--- config.mk ---
export PLATFORM = sky130hd
export DESIGN_NAME = board_ram_arbiter_flat
export DESIGN_NICKNAME = d
export VERILOG_FILES = /design/src/rtl/board_ram_arbiter_pkg.sv /design/src/rtl/board_ram_arbiter_if.sv /design/src/rtl/board_ram_arbiter_rr_pick.sv /design/src/rtl/board_ram_arbiter.sv /design/src/flat_wrapper.sv
export SDC_FILE = /design/constraint.sdc
export NUM_CORES = 1
export LEC_CHECK = 0
export CAP_MARGIN = 5
export CORE_ASPECT_RATIO = 1.1
export CORE_MARGIN = 2
export CORE_UTILIZATION = 43
export CTS_CLUSTER_SIZE = 25
export DETAILED_ROUTE_END_ITERATION = 6
export PLACE_DENSITY = 0.78
export SLEW_MARGIN = 20
export SYNTH_ARGS = -nofsm -noshare
export SYNTH_HDL_FRONTEND = slang
export SYNTH_SLANG_ARGS = --single-unit
export TNS_END_PERCENT = 10
--- constraint.sdc ---
create_clock -name clk -period 2.8 [get_ports clk]
set_clock_uncertainty 0.1 [all_clocks]
set_input_delay 0.56 -clock clk [delete_from_list [all_inputs] [get_ports clk]]
set_output_delay 0.56 -clock clk [all_outputs]
set_load 0.05 [all_outputs]
--- src/rtl/board_ram_arbiter_pkg.sv ---
// Shared definitions for the board RAM arbiter and its clients.
//   - arb_state_t : arbiter FSM state encoding
//   - CELL_W      : width of one board cell (4 bits)
//   - BOARD_DEPTH : default RAM address MSB; BOARD_AW = BOARD_DEPTH+1
//   - REQ_MAX     : largest supported requester count; IDX_W indexes it
//   - rr_next     : cyclic successor of a requester index
//   - oh_to_idx   : one-hot grant to requester index
package board_ram_arbiter_pkg;

  localparam int unsigned CELL_W      = 4;
  localparam int unsigned BOARD_DEPTH = 19;
  localparam int unsigned BOARD_AW    = BOARD_DEPTH + 1;
  localparam int unsigned REQ_MAX     = 4;
  localparam int unsigned IDX_W       = 2;

  typedef enum logic [1:0] {
    IDLE    = 2'd0,
    READ    = 2'd1,
    WRITE   = 2'd2,
    RELEASE = 2'd3
  } arb_state_t;

  function automatic logic [IDX_W-1:0] rr_next(input logic [IDX_W-1:0] idx,
                                               input int unsigned     nreq);
    if (32'(idx) + 32'd1 >= nreq) return '0;
    return idx + 1'b1;
  endfunction

  function automatic logic [IDX_W-1:0] oh_to_idx(input logic [REQ_MAX-1:0] oh);
    logic [IDX_W-1:0] idx;
    idx = '0;
    for (int unsigned i = 0; i < REQ_MAX; i++) begin
      if (oh[i]) idx = IDX_W'(i);
    end
    return idx;
  endfunction

endpackage

--- src/rtl/board_ram_arbiter_if.sv ---
// Requester and RAM-side bus of the board RAM arbiter.
//   Requester side : req, req_we, req_lock, req_addr, req_wdata (to arbiter)
//                    gnt, done, rdata, err (from arbiter)
//   RAM side       : mem_addr, mem_wdata, mem_we (from arbiter)
//                    mem_rdata, mem_ready (to arbiter)
// Addresses and write data are flattened per requester:
//   requester i at req_addr[i*(DEPTH+1) +: DEPTH+1], req_wdata[i*4 +: 4].
// Modports: slave = arbiter, master = requesters plus RAM.
interface board_ram_arbiter_if #(
  parameter int unsigned NREQ  = 3,
  parameter int unsigned DEPTH = board_ram_arbiter_pkg::BOARD_DEPTH
);
  import board_ram_arbiter_pkg::*;

  logic [NREQ-1:0]            req;
  logic [NREQ-1:0]            req_we;
  logic [NREQ-1:0]            req_lock;
  logic [NREQ*(DEPTH+1)-1:0]  req_addr;
  logic [NREQ*CELL_W-1:0]     req_wdata;
  logic [NREQ-1:0]            gnt;
  logic [NREQ-1:0]            done;
  logic [CELL_W-1:0]          rdata;
  logic [NREQ-1:0]            err;
  logic [DEPTH:0]             mem_addr;
  logic [CELL_W-1:0]          mem_wdata;
  logic                       mem_we;
  logic [CELL_W-1:0]          mem_rdata;
  logic                       mem_ready;

  modport slave (
    input  req, req_we, req_lock, req_addr, req_wdata, mem_rdata, mem_ready,
    output gnt, done, rdata, err, mem_addr, mem_wdata, mem_we
  );

  modport master (
    output req, req_we, req_lock, req_addr, req_wdata, mem_rdata, mem_ready,
    input  gnt, done, rdata, err, mem_addr, mem_wdata, mem_we
  );

endinterface

--- src/rtl/board_ram_arbiter_rr_pick.sv ---
// rr_pick: combinational round-robin picker.
//   i_req : request vector
//   i_ptr : index with highest priority this round (must be < NREQ)
//   o_gnt : one-hot grant of the first request at or after i_ptr, cyclic; zero if none
module rr_pick
  import board_ram_arbiter_pkg::*;
#(
  parameter int unsigned NREQ = 3
) (
  input  logic [NREQ-1:0]  i_req,
  input  logic [IDX_W-1:0] i_ptr,
  output logic [NREQ-1:0]  o_gnt
);

  logic [REQ_MAX-1:0] w_req_ext;
  logic [REQ_MAX-1:0] w_gnt_ext;
  logic [IDX_W-1:0]   w_idx;
  logic               w_found;

  assign w_req_ext = REQ_MAX'(i_req);

  always_comb begin
    w_gnt_ext = '0;
    w_found   = 1'b0;
    w_idx     = '0;
    for (int unsigned k = 0; k < NREQ; k++) begin
      w_idx = IDX_W'((32'(i_ptr) + k) % NREQ);
      if (!w_found && w_req_ext[w_idx]) begin
        w_gnt_ext[w_idx] = 1'b1;
        w_found          = 1'b1;
      end
    end
  end

  assign o_gnt = w_gnt_ext[NREQ-1:0];

endmodule

--- src/rtl/board_ram_arbiter.sv ---
// Board RAM arbiter: shares the single 4-bit-per-cell board RAM between
// NREQ requesters (loop finder, tile placer, display scanner).
//   clk, reset : clock, synchronous active-high reset
//   bus        : board_ram_arbiter_if slave (requester handshake + RAM port)
// One access per grant, round-robin between requesters; a requester that
// holds req_lock keeps ownership across consecutive accesses.
// Reads complete READ_LAT+1 cycles after capture; writes complete on
// mem_ready or abort with err after WR_TIMEOUT cycles.
module board_ram_arbiter
  import board_ram_arbiter_pkg::*;
#(
  parameter int unsigned NREQ       = 3,
  parameter int unsigned DEPTH      = BOARD_DEPTH,
  parameter int unsigned READ_LAT   = 2,
  parameter int unsigned WR_TIMEOUT = 255
) (
  input logic                clk,
  input logic                reset,
  board_ram_arbiter_if.slave bus
);

  localparam int unsigned AW      = DEPTH + 1;
  localparam int unsigned CNT_MAX = (WR_TIMEOUT > READ_LAT) ? WR_TIMEOUT : READ_LAT;
  localparam int unsigned CNT_W   = $clog2(CNT_MAX + 1);

  arb_state_t        r_state;
  logic [NREQ-1:0]   r_gnt;
  logic [NREQ-1:0]   r_done;
  logic [NREQ-1:0]   r_err;
  logic [CELL_W-1:0] r_rdata;
  logic [CELL_W-1:0] r_wdata;
  logic [AW-1:0]     r_addr;
  logic              r_we;
  logic              r_reserved;
  logic [IDX_W-1:0]  r_owner;
  logic [IDX_W-1:0]  r_ptr;
  logic [CNT_W-1:0]  r_cnt;

  logic [IDX_W-1:0]  w_next_own;
  logic [IDX_W-1:0]  w_pick_ptr;
  logic [NREQ-1:0]   w_pick;
  logic [IDX_W-1:0]  w_pick_idx;
  logic [IDX_W-1:0]  w_cap_idx;
  logic [AW-1:0]     w_cap_addr;
  logic [CELL_W-1:0] w_cap_wdata;
  logic              w_cap_we;
  logic              w_req_own;
  logic              w_lock_own;

  assign w_next_own = rr_next(r_owner, NREQ);

  // When a reserved lock is dropped, the other requesters are arbitrated
  // straight away, starting after the old owner.
  assign w_pick_ptr = r_reserved ? w_next_own : r_ptr;

  rr_pick #(.NREQ(NREQ)) u_rr_pick (
    .i_req (bus.req),
    .i_ptr (w_pick_ptr),
    .o_gnt (w_pick)
  );

  assign w_pick_idx = oh_to_idx(REQ_MAX'(w_pick));

  always_comb begin
    w_req_own  = 1'b0;
    w_lock_own = 1'b0;
    for (int unsigned i = 0; i < NREQ; i++) begin
      if (r_owner == IDX_W'(i)) begin
        w_req_own  = bus.req[i];
        w_lock_own = bus.req_lock[i];
      end
    end
  end

  // Fresh arbitration captures from the picked requester; a locked owner
  // re-captures its own next access.
  assign w_cap_idx = ((r_state == IDLE) && !(r_reserved && w_req_own)) ? w_pick_idx : r_owner;

  always_comb begin
    w_cap_addr  = '0;
    w_cap_wdata = '0;
    w_cap_we    = 1'b0;
    for (int unsigned i = 0; i < NREQ; i++) begin
      if (w_cap_idx == IDX_W'(i)) begin
        w_cap_addr  = bus.req_addr[i*AW +: AW];
        w_cap_wdata = bus.req_wdata[i*CELL_W +: CELL_W];
        w_cap_we    = bus.req_we[i];
      end
    end
  end

  always_ff @(posedge clk) begin
    if (reset) begin
      r_state    <= IDLE;
      r_gnt      <= '0;
      r_done     <= '0;
      r_err      <= '0;
      r_rdata    <= '0;
      r_wdata    <= '0;
      r_addr     <= '0;
      r_we       <= 1'b0;
      r_reserved <= 1'b0;
      r_owner    <= '0;
      r_ptr      <= '0;
      r_cnt      <= '0;
    end else begin
      r_done <= '0;
      r_err  <= '0;
      unique case (r_state)
        IDLE: begin
          if (r_reserved && w_req_own) begin
            r_addr     <= w_cap_addr;
            r_wdata    <= w_cap_wdata;
            r_we       <= w_cap_we;
            r_cnt      <= '0;
            r_reserved <= 1'b0;
            r_state    <= w_cap_we ? WRITE : READ;
          end else if (!(r_reserved && w_lock_own)) begin
            if (r_reserved) begin
              r_reserved <= 1'b0;
              r_ptr      <= w_next_own;
            end
            if (|bus.req) begin
              r_gnt   <= w_pick;
              r_owner <= w_pick_idx;
              r_addr  <= w_cap_addr;
              r_wdata <= w_cap_wdata;
              r_we    <= w_cap_we;
              r_cnt   <= '0;
              r_state <= w_cap_we ? WRITE : READ;
            end else begin
              r_gnt <= '0;
            end
          end
        end

        READ: begin
          if (r_cnt == CNT_W'(READ_LAT)) begin
            r_rdata <= bus.mem_rdata;
            r_done  <= r_gnt;
            r_state <= RELEASE;
          end else begin
            r_cnt <= r_cnt + 1'b1;
          end
        end

        WRITE: begin
          // mem_ready wins over a coinciding timeout.
          if (bus.mem_ready) begin
            r_done  <= r_gnt;
            r_we    <= 1'b0;
            r_state <= RELEASE;
          end else if (r_cnt == CNT_W'(WR_TIMEOUT - 1)) begin
            r_done  <= r_gnt;
            r_err   <= r_gnt;
            r_we    <= 1'b0;
            r_state <= RELEASE;
          end else begin
            r_cnt <= r_cnt + 1'b1;
          end
        end

        RELEASE: begin
          if (w_lock_own && w_req_own) begin
            r_addr  <= w_cap_addr;
            r_wdata <= w_cap_wdata;
            r_we    <= w_cap_we;
            r_cnt   <= '0;
            r_state <= w_cap_we ? WRITE : READ;
          end else if (w_lock_own) begin
            r_reserved <= 1'b1;
            r_state    <= IDLE;
          end else begin
            r_gnt   <= '0;
            r_ptr   <= w_next_own;
            r_state <= IDLE;
          end
        end

        default: r_state <= IDLE;
      endcase
    end
  end

  assign bus.gnt       = r_gnt;
  assign bus.done      = r_done;
  assign bus.err       = r_err;
  assign bus.rdata     = r_rdata;
  assign bus.mem_addr  = r_addr;
  assign bus.mem_wdata = r_wdata;
  assign bus.mem_we    = r_we;

endmodule

--- src/flat_wrapper.sv ---
// flat-port wrapper written by rule: the top's interface ports become plain ports
module board_ram_arbiter_flat import board_ram_arbiter_pkg::*;
#(
  parameter int unsigned NREQ       = 3,
  parameter int unsigned DEPTH      = BOARD_DEPTH,
  parameter int unsigned READ_LAT   = 2,
  parameter int unsigned WR_TIMEOUT = 255
)
  (clk, reset, bus_req, bus_req_we, bus_req_lock, bus_req_addr, bus_req_wdata, bus_mem_rdata, bus_mem_ready, bus_gnt, bus_done, bus_rdata, bus_err, bus_mem_addr, bus_mem_wdata, bus_mem_we);
  board_ram_arbiter_if #(.NREQ(NREQ), .DEPTH(DEPTH)) bus_i ();
  input logic clk;
  input logic reset;
  input wire logic [$bits(bus_i.req)-1:0] bus_req;
  input wire logic [$bits(bus_i.req_we)-1:0] bus_req_we;
  input wire logic [$bits(bus_i.req_lock)-1:0] bus_req_lock;
  input wire logic [$bits(bus_i.req_addr)-1:0] bus_req_addr;
  input wire logic [$bits(bus_i.req_wdata)-1:0] bus_req_wdata;
  input wire logic [$bits(bus_i.mem_rdata)-1:0] bus_mem_rdata;
  input wire logic [$bits(bus_i.mem_ready)-1:0] bus_mem_ready;
  output wire logic [$bits(bus_i.gnt)-1:0] bus_gnt;
  output wire logic [$bits(bus_i.done)-1:0] bus_done;
  output wire logic [$bits(bus_i.rdata)-1:0] bus_rdata;
  output wire logic [$bits(bus_i.err)-1:0] bus_err;
  output wire logic [$bits(bus_i.mem_addr)-1:0] bus_mem_addr;
  output wire logic [$bits(bus_i.mem_wdata)-1:0] bus_mem_wdata;
  output wire logic [$bits(bus_i.mem_we)-1:0] bus_mem_we;
  assign bus_i.req = bus_req;
  assign bus_i.req_we = bus_req_we;
  assign bus_i.req_lock = bus_req_lock;
  assign bus_i.req_addr = bus_req_addr;
  assign bus_i.req_wdata = bus_req_wdata;
  assign bus_i.mem_rdata = bus_mem_rdata;
  assign bus_i.mem_ready = bus_mem_ready;
  assign bus_gnt = bus_i.gnt;
  assign bus_done = bus_i.done;
  assign bus_rdata = bus_i.rdata;
  assign bus_err = bus_i.err;
  assign bus_mem_addr = bus_i.mem_addr;
  assign bus_mem_wdata = bus_i.mem_wdata;
  assign bus_mem_we = bus_i.mem_we;
  board_ram_arbiter #(.NREQ(NREQ), .DEPTH(DEPTH), .READ_LAT(READ_LAT), .WR_TIMEOUT(WR_TIMEOUT)) u_core (.clk(clk), .reset(reset), .bus(bus_i));
endmodule
### After elaboration in Yosys (flattened, before gate mapping)

Cells that the tools add are included.

| storage, ports and cells | value |
|---|---|
| bits in registers | 53 |
| input port bits | 88 |

| cells by class | value |
|---|---|
| add/sub/neg operators | 5 |
| divide/modulo/power cells | 3 |
| magnitude comparators | 7 |
| equal/unequal tests | 22 |
| muxes and demuxes | 93 |
| bitwise logic cells | 5 |
| reduce and logical (&&, ||, !) cells | 27 |

Operator list:

| kind | count |
|---|---|
| $mux 20 | 7 |
| $mod 32x2->32 const B | 2 |
| $mux 8 | 7 |
| $pmux 20 s2 | 1 |
| $mux 2 | 17 |
| $mux 3 | 11 |
| $ge 32x2->1 const B | 1 |
| $mod 2x2->32 const B | 1 |
| $pmux 8 s4 | 1 |
| $mux 1 | 29 |
| $mux 4 | 7 |
| $reduce_and 4->1 | 4 |
| $ne 2x2->1 const B | 7 |
| $pmux 3 s2 | 2 |
| $reduce_and 5->1 | 2 |
| $logic_and 1x1->1 | 9 |
| $lt 2x3->1 const B | 3 |
| $add 8x1->8 const B | 1 |
| $eq 2x2->1 const B | 4 |
| $eq 8x2->1 const B | 1 |
| $eq 8x8->1 const B | 1 |
| $pmux 2 s4 | 1 |
| $pmux 4 s2 | 1 |
| $add 2x1->3 const B | 2 |
| other kinds (21) | 40 |

### Longest topological paths before layout

| depth | value |
|---|---|
| depth after elaboration | 27 |
| gate-level depth with buffers | 13 |
| mapped depth without buffers | 9 |

### Modules after synthesis

Synthesis repeated with hierarchy kept, for this count alone.

| second synthesis, totals | value |
|---|---|
| cells, all modules | 397 |
| area total of the unflattened synthesis | 3343.2 um^2 |

Modules (own cells, without submodules):

| module | instances | cells each | area an instance (um^2) | seq. area each (um^2) |
|---|---|---|---|---|
| board_ram_arbiter | 1 | 361 | 3070.4 | 1061.0 |
| rr_pick | 1 | 36 | 272.8 | 0.0 |

### Worst setup path after synthesis

No wires, ideal clock.

| timing path | value |
|---|---|
| path type | register to register |
| from | reg u_core.r_reserved |
| to | reg u_core.r_state[0] |
| library setup time | 117 ps |
| arrival | 2701 ps |
| required time | 2583 ps |
| path slack | -119 ps |
| stages on the path, launching flop included | 13 |
| path buffers | 3 |
| clock period less this slack | 2919 ps |
| path through | dfxtp_1 nor3b_1 buf_2 a21oi_1 ha_1 buf_2 nor2_1 nor4b_1 o21ai_0 o211a_1 buf_6 or3_1 a32o_1 |

| between the ends | value |
|---|---|
| word-level cells in the longest chain between the ends | 23 |

Ends and longest elaborated chain:

| what | RTL line | source |
|---|---|---|
| from (decl) | board_ram_arbiter.sv:34 | `logic r_reserved;` |
| from (signal assigned) | board_ram_arbiter.sv:102 | `r_reserved <= 1'b0;` |
| from (signal assigned) | board_ram_arbiter.sv:116 | `r_reserved <= 1'b0;` |
| from (signal assigned) | board_ram_arbiter.sv:120 | `r_reserved <= 1'b0;` |
| $mux 2 | board_ram_arbiter.sv:54 | `assign w_pick_ptr = r_reserved ? w_next_own : r_ptr;` |
| $add 2x1->3 / $mod 2x2->32 (equally long branches) | board_ram_arbiter_rr_pick.sv:27 | `w_idx = IDX_W'((32'(i_ptr) + k) % NREQ);` |
| $mod 32x2->32, or another cell as far along | board_ram_arbiter_rr_pick.sv:27 |  |
| $lt 2x3->1 (not written as such), or another cell as far along | board_ram_arbiter_rr_pick.sv:29 | `w_gnt_ext[w_idx] = 1'b1;` |
| $logic_and 1x1->1 (not written as such), or another cell as far along | board_ram_arbiter_rr_pick.sv:29 |  |
| $mux 1 (not written as such), or another cell as far along | board_ram_arbiter_rr_pick.sv:29 |  |
| $demux 1 s2, or another cell as far along | board_ram_arbiter_rr_pick.sv:29 |  |
| $or 3x3->3 (no source line) / $mux 1 (equally long branches) | -- |  |
| [... 5 more ...] | -- |  |
| $mux 2 | board_ram_arbiter.sv:77 | `assign w_cap_idx = ((r_state == IDLE) && !(r_reserved && w_req_own)) ? w_pick_idx : r_owner;` |
| $logic_not 2->1 | board_ram_arbiter.sv:84 | `if (w_cap_idx == IDX_W'(i)) begin` |
| $mux 1 (3 in a row) | board_ram_arbiter.sv:84 |  |
| $mux 2 | board_ram_arbiter.sv:117, board_ram_arbiter.sv:130, board_ram_arbiter.sv:169 |  |
| $mux 2 | board_ram_arbiter.sv:123 | `if (\|bus.req) begin` |
| $mux 2 | board_ram_arbiter.sv:118 | `end else if (!(r_reserved && w_lock_own)) begin` |
| $mux 2 | board_ram_arbiter.sv:111 | `if (r_reserved && w_req_own) begin` |
| $pmux 2 s4 | board_ram_arbiter.sv:109 | `unique case (r_state)` |
| to (signal assigned) | board_ram_arbiter.sv:117 | `r_state <= w_cap_we ? WRITE : READ;` |
| to (signal assigned) | board_ram_arbiter.sv:130 | `r_state <= w_cap_we ? WRITE : READ;` |
| to (signal assigned) | board_ram_arbiter.sv:169 | `r_state <= w_cap_we ? WRITE : READ;` |
| to (decl) | board_ram_arbiter.sv:26 | `arb_state_t r_state;` |

Parallel ways exist; a longest one is shown, timed or not. The select of a mux whose other input is x is not followed.
A chain may end at the register's enable or synchronous reset.

### Worst setup path after layout

| timing path | value |
|---|---|
| from | reg u_core.r_owner[0] |
| to | reg u_core.r_wdata[1], in the netlist u_core.bus.mem_wdata[1] |

| between the ends | value |
|---|---|
| word-level cells in the longest chain between the ends | 26 |

Ends and longest elaborated chain:

| what | RTL line | source |
|---|---|---|
| from (decl) | board_ram_arbiter.sv:35 | `logic [IDX_W-1:0] r_owner;` |
| from (signal assigned) | board_ram_arbiter.sv:125 | `r_owner <= w_pick_idx;` |
| $add 2x1->3 | board_ram_arbiter_pkg.sv:25 | `if (32'(idx) + 32'd1 >= nreq) return '0;` |
| $ge 32x2->1 | board_ram_arbiter_pkg.sv:25 |  |
| $mux 1 | board_ram_arbiter_pkg.sv:25 |  |
| $mux 2 | board_ram_arbiter_pkg.sv:26 | `return idx + 1'b1;` |
| $mux 2 | board_ram_arbiter.sv:54 |  |
| $add 2x1->3 / $mod 2x2->32 (equally long branches) | board_ram_arbiter_rr_pick.sv:27 |  |
| $mod 32x2->32, or another cell as far along | board_ram_arbiter_rr_pick.sv:27 |  |
| $lt 2x3->1 (not written as such), or another cell as far along | board_ram_arbiter_rr_pick.sv:29 |  |
| [... 8 more ...] | -- |  |
| $mux 2 | board_ram_arbiter_pkg.sv:33 | `if (oh[i]) idx = IDX_W'(i);` |
| $mux 2 | board_ram_arbiter.sv:77 |  |
| $logic_not 2->1 | board_ram_arbiter.sv:84 |  |
| $mux 4 (3 in a row) | board_ram_arbiter.sv:84 |  |
| $mux 4 | board_ram_arbiter.sv:123 |  |
| $mux 4 | board_ram_arbiter.sv:118 |  |
| $mux 4 | board_ram_arbiter.sv:111 |  |
| $pmux 4 s2 | board_ram_arbiter.sv:109 |  |
| to (signal assigned) | board_ram_arbiter.sv:113 | `r_wdata <= w_cap_wdata;` |
| to (signal assigned) | board_ram_arbiter.sv:127 | `r_wdata <= w_cap_wdata;` |
| to (signal assigned) | board_ram_arbiter.sv:166 | `r_wdata <= w_cap_wdata;` |
| to (decl) | board_ram_arbiter.sv:31 | `logic [CELL_W-1:0] r_wdata;` |

Parallel ways exist; a longest one is shown, timed or not. The select of a mux whose other input is x is not followed.

==> results.json <==
{
  "ys_seq_elements": 53,
  "layout.nets": 703,
  "period_share": 0.986,
  "area_growth_pct": 45.4,
  "yosys_warnings": 0,
  "io_buffer_count": 125,
  "synth_top_cells_by_count": "dfxtp_1, nand2_1, inv_1, o211a_1",
  "slew_violations": 0,
  "reg2reg_slack_ps": 40,
  "timing.fmax_mhz": 362,
  "fin_area_mm2": 0.00576,
  "grt_usage": 0.239,
  "tightest_slew_ps": 522,
  "hold_class": "flop to flop",
  "insertion_delay_ps": 320,
  "synth.top_cells.by_area": "dfxtp_1, o211a_1, a41oi_1",
  "io_pins": 126,
  "gr-total-overflow": 0,
  "cp_max_fo": 11,
  "drt-wirelength-per-cell_um": 17.3,
  "utilization": 0.646,
  "holdPathStages": 2,
  "cts_buffers": 5,
  "viasPerCell": 6.07,
  "synth-seq-area-share": 0.268,
  "die-area_mm2": 0.00999,
  "yosys_most_used_dff": "dfxtp_1",
  "grt_pass1_wl_mm": 19.6,
  "htreeDepth": 2,
  "start_kind": "flop",
  "row_count": 36,
  "period_minus_slack_ps": 2760,
  "power_mw": 5.31,
  "relSlewSlack": 0.651,
  "synth_area_leader_cell": "dfxtp_1",
  "dp_hpwl_mm": 9.06,
  "cp-end-kind": "flop",
  "cts_buffer_depth": 2,
  "whs_ps": 370,
  "yosysTopAreaCellShare": 0.268,
  "gp_congestion": 0.851,
  "dpl_cell_area_mm2": 0.00556,
  "path_cells": "nor2b_1 > mux2_2 > ha_4 > a21boi_0 > o211ai_1 > o2111ai_4 > o21a_2 > buf_4 > a41oi_1 > a221oi_2",
  "grt_pass1_vias": 4113,
  "yosysUniqueCellTypes": 69,
  "rsz0062_at_grt": "true",
  "cp_slowest_cell": "dfxtp_2",
  "drc": 0,
  "reg2reg_from": "u_core.r_owner[0]",
  "n_antenna_cell": 0,
  "syn_nets": 569,
  "synth_area_per_cell_um2": 8.37,
  "vias": 4381,
  "min_from": "u_core.bus.mem_addr[2]",
  "drtAntennaViolNets": 0,
  "cts.sinks": 53,
  "drt_wl_total_mm": 12.5,
  "ir_drop_uv": 586,
  "syn_area_mm2": 0.00396,
  "finalHoldViolCount": 0,
  "r2r_end": "u_core.bus.mem_wdata[1]",
  "grt_max_degree": 49,
  "reg2reg_depth": 10,
  "worstPathArrival_ps": 2860,
  "hold-path-endpoint": "u_core.bus.mem_addr[2]",
  "die_h_um": 105,
  "ys_async_sr_fraction": 0,
  "antenna_found_initial": 0,
  "tns_ps": 0,
  "drt_iter0_drc": 200,
  "core_mm2": 0.00892,
  "p_per_area_mw_per_mm2": 923,
  "critical_path.max_stage_delay_ps": 350,
  "cts_tree": "yes",
  "yosysMostFrequentCell": "dfxtp_1",
  "hold_buffers": 0,
  "crit_type": "flop to flop",
  "status": "completed",
  "start_util": 0.444,
  "maxCapViolations": 0,
  "synth-edff-count": 0,
  "syn_inst": 473,
  "setup_viol": 0,
  "cts-root-buf": "clkbuf_8",
  "drt_pass1_iterations": 5,
  "clkTransAtPathRegs_ps": 100,
  "leakagePower_nw": 2.25,
  "drive_above_1_share": 0.168,
  "cp.required_ps": 2900,
  "die_w_um": 95.5
}
cell usage in the layout (no fill, tap or decap), drive strengths merged, types with 8 or more instances in the layout:
| cell type | synthesis | final |
|---|---|---|
| mux2i | 13 | 13 |
| o2bb2ai | 26 | 26 |
| o211a | 27 | 27 |
| o21ai | 10 | 10 |
| a41oi | 26 | 26 |
| nand2 | 40 | 40 |
| inv | 33 | 34 |
| nor3 | 11 | 11 |
| clkdlybuf4s50 | 0 | 124 |
| o22ai | 25 | 25 |
| nor2 | 22 | 22 |
| ha | 8 | 8 |
| buf | 25 | 51 |
| nand2b | 10 | 10 |
| a221oi | 24 | 24 |
| a21oi | 12 | 12 |
| dfxtp | 53 | 53 |
per-stage QoR:
step                      cells  setup slack (ps)
after floorplan             473              55.7
after global placement      711             -90.1
after detailed placement    711              -172
after CTS                   719              14.3
after global routing        722             -73.9
final                       722              38.8
cell type report:
cell class / count / area (um2)
fill: 738 / 3160
clock buffer: 5 / 68.8
sequential: 53 / 1060
tap: 114 / 143
multi-input combinational: 339 / 2670
clock inverter: 3 / 21.3
timing repair buffer: 175 / 1670
inverter: 33 / 124
cells by family (layout without fill, tap and decap cells):
logic type | count (synthesis) | after routing | share of synthesized area
buffers and inverters | 81 | 216 | 0.0913
xor gates and xnor gates | 3 | 3 | 0.00664
DFF | 53 | 53 | 0.268
and+or+nand+nor | 122 | 122 | 0.160
adders and majority gates | 8 | 8 | 0.0253
AOI/OAI and AO/OA | 191 | 191 | 0.407
muxes | 15 | 15 | 0.0417
worst max path at each step:
stage / startpoint / endpoint / slack [ps] / cells after the start
global route: u_core.r_owner[0] / u_core.bus.mem_wdata[0] / -70 / 10
global placement: bus_req[0] / u_core.bus.mem_addr[6] / -90 / 8
finish: u_core.r_owner[0] / u_core.bus.mem_wdata[1] / 40 / 10
floorplan: u_core.r_reserved / u_core.r_state[0] / 60 / 12
detailed placement: bus_req[0] / u_core.bus.mem_addr[4] / -170 / 8
CTS: u_core.r_reserved / u_core.bus.mem_addr[4] / 10 / 9
metal layers:
| metal | up-vias | wire length, um | track usage |
|---|---|---|---|
| li1 | 2114 | - | - |
| met1 | 2085 | 5230 | 0.308 |
| met2 | 166 | 6110 | 0.407 |
| met3 | 16 | 995 | 0.0360 |
| met4 | 0 | 149 | 0.0673 |
| met5 | - | 0 | 0 |
critical path: cells and delay by family, from the launching register on:
kind                     cells  cell delay [ps]
buffers and inverters        1              170
adder cells (fa/ha/maj)      1              350
AND/OR/NAND/NOR              1              150
AO/OA/AOI/OAI                6             1210
multiplexers                 1              320
flip-flops                   1              350
power by group:
part	switching (mW)	internal [mW]	total, mW
sequential	0.133	0.966	1.10
combinational	2.25	1.51	3.76
clock	0.277	0.178	0.456
total	2.66	2.65	5.31
repair_timing:
action	in CTS	in global routing
resized for setup	0	16
endpoints found under the setup margin	0	27
buffers inserted	0	3
hold endpoints to repair	0	0
state kept, by name (all words and copies together) (netlist names):
| register | flops |
|---|---|
| u_core.bus.mem_addr | 20 |
| u_core.r_cnt | 8 |
| u_core.bus.mem_wdata | 4 |
| u_core.bus.rdata | 4 |
| u_core.bus.done | 3 |
| u_core.bus.err | 3 |
| u_core.bus.gnt | 3 |
| u_core.r_owner | 2 |
| u_core.r_ptr | 2 |
| u_core.r_state | 2 |
| u_core.bus.mem_we | 1 |
| u_core.r_reserved | 1 |
Power figures use the tool's default switching activity.
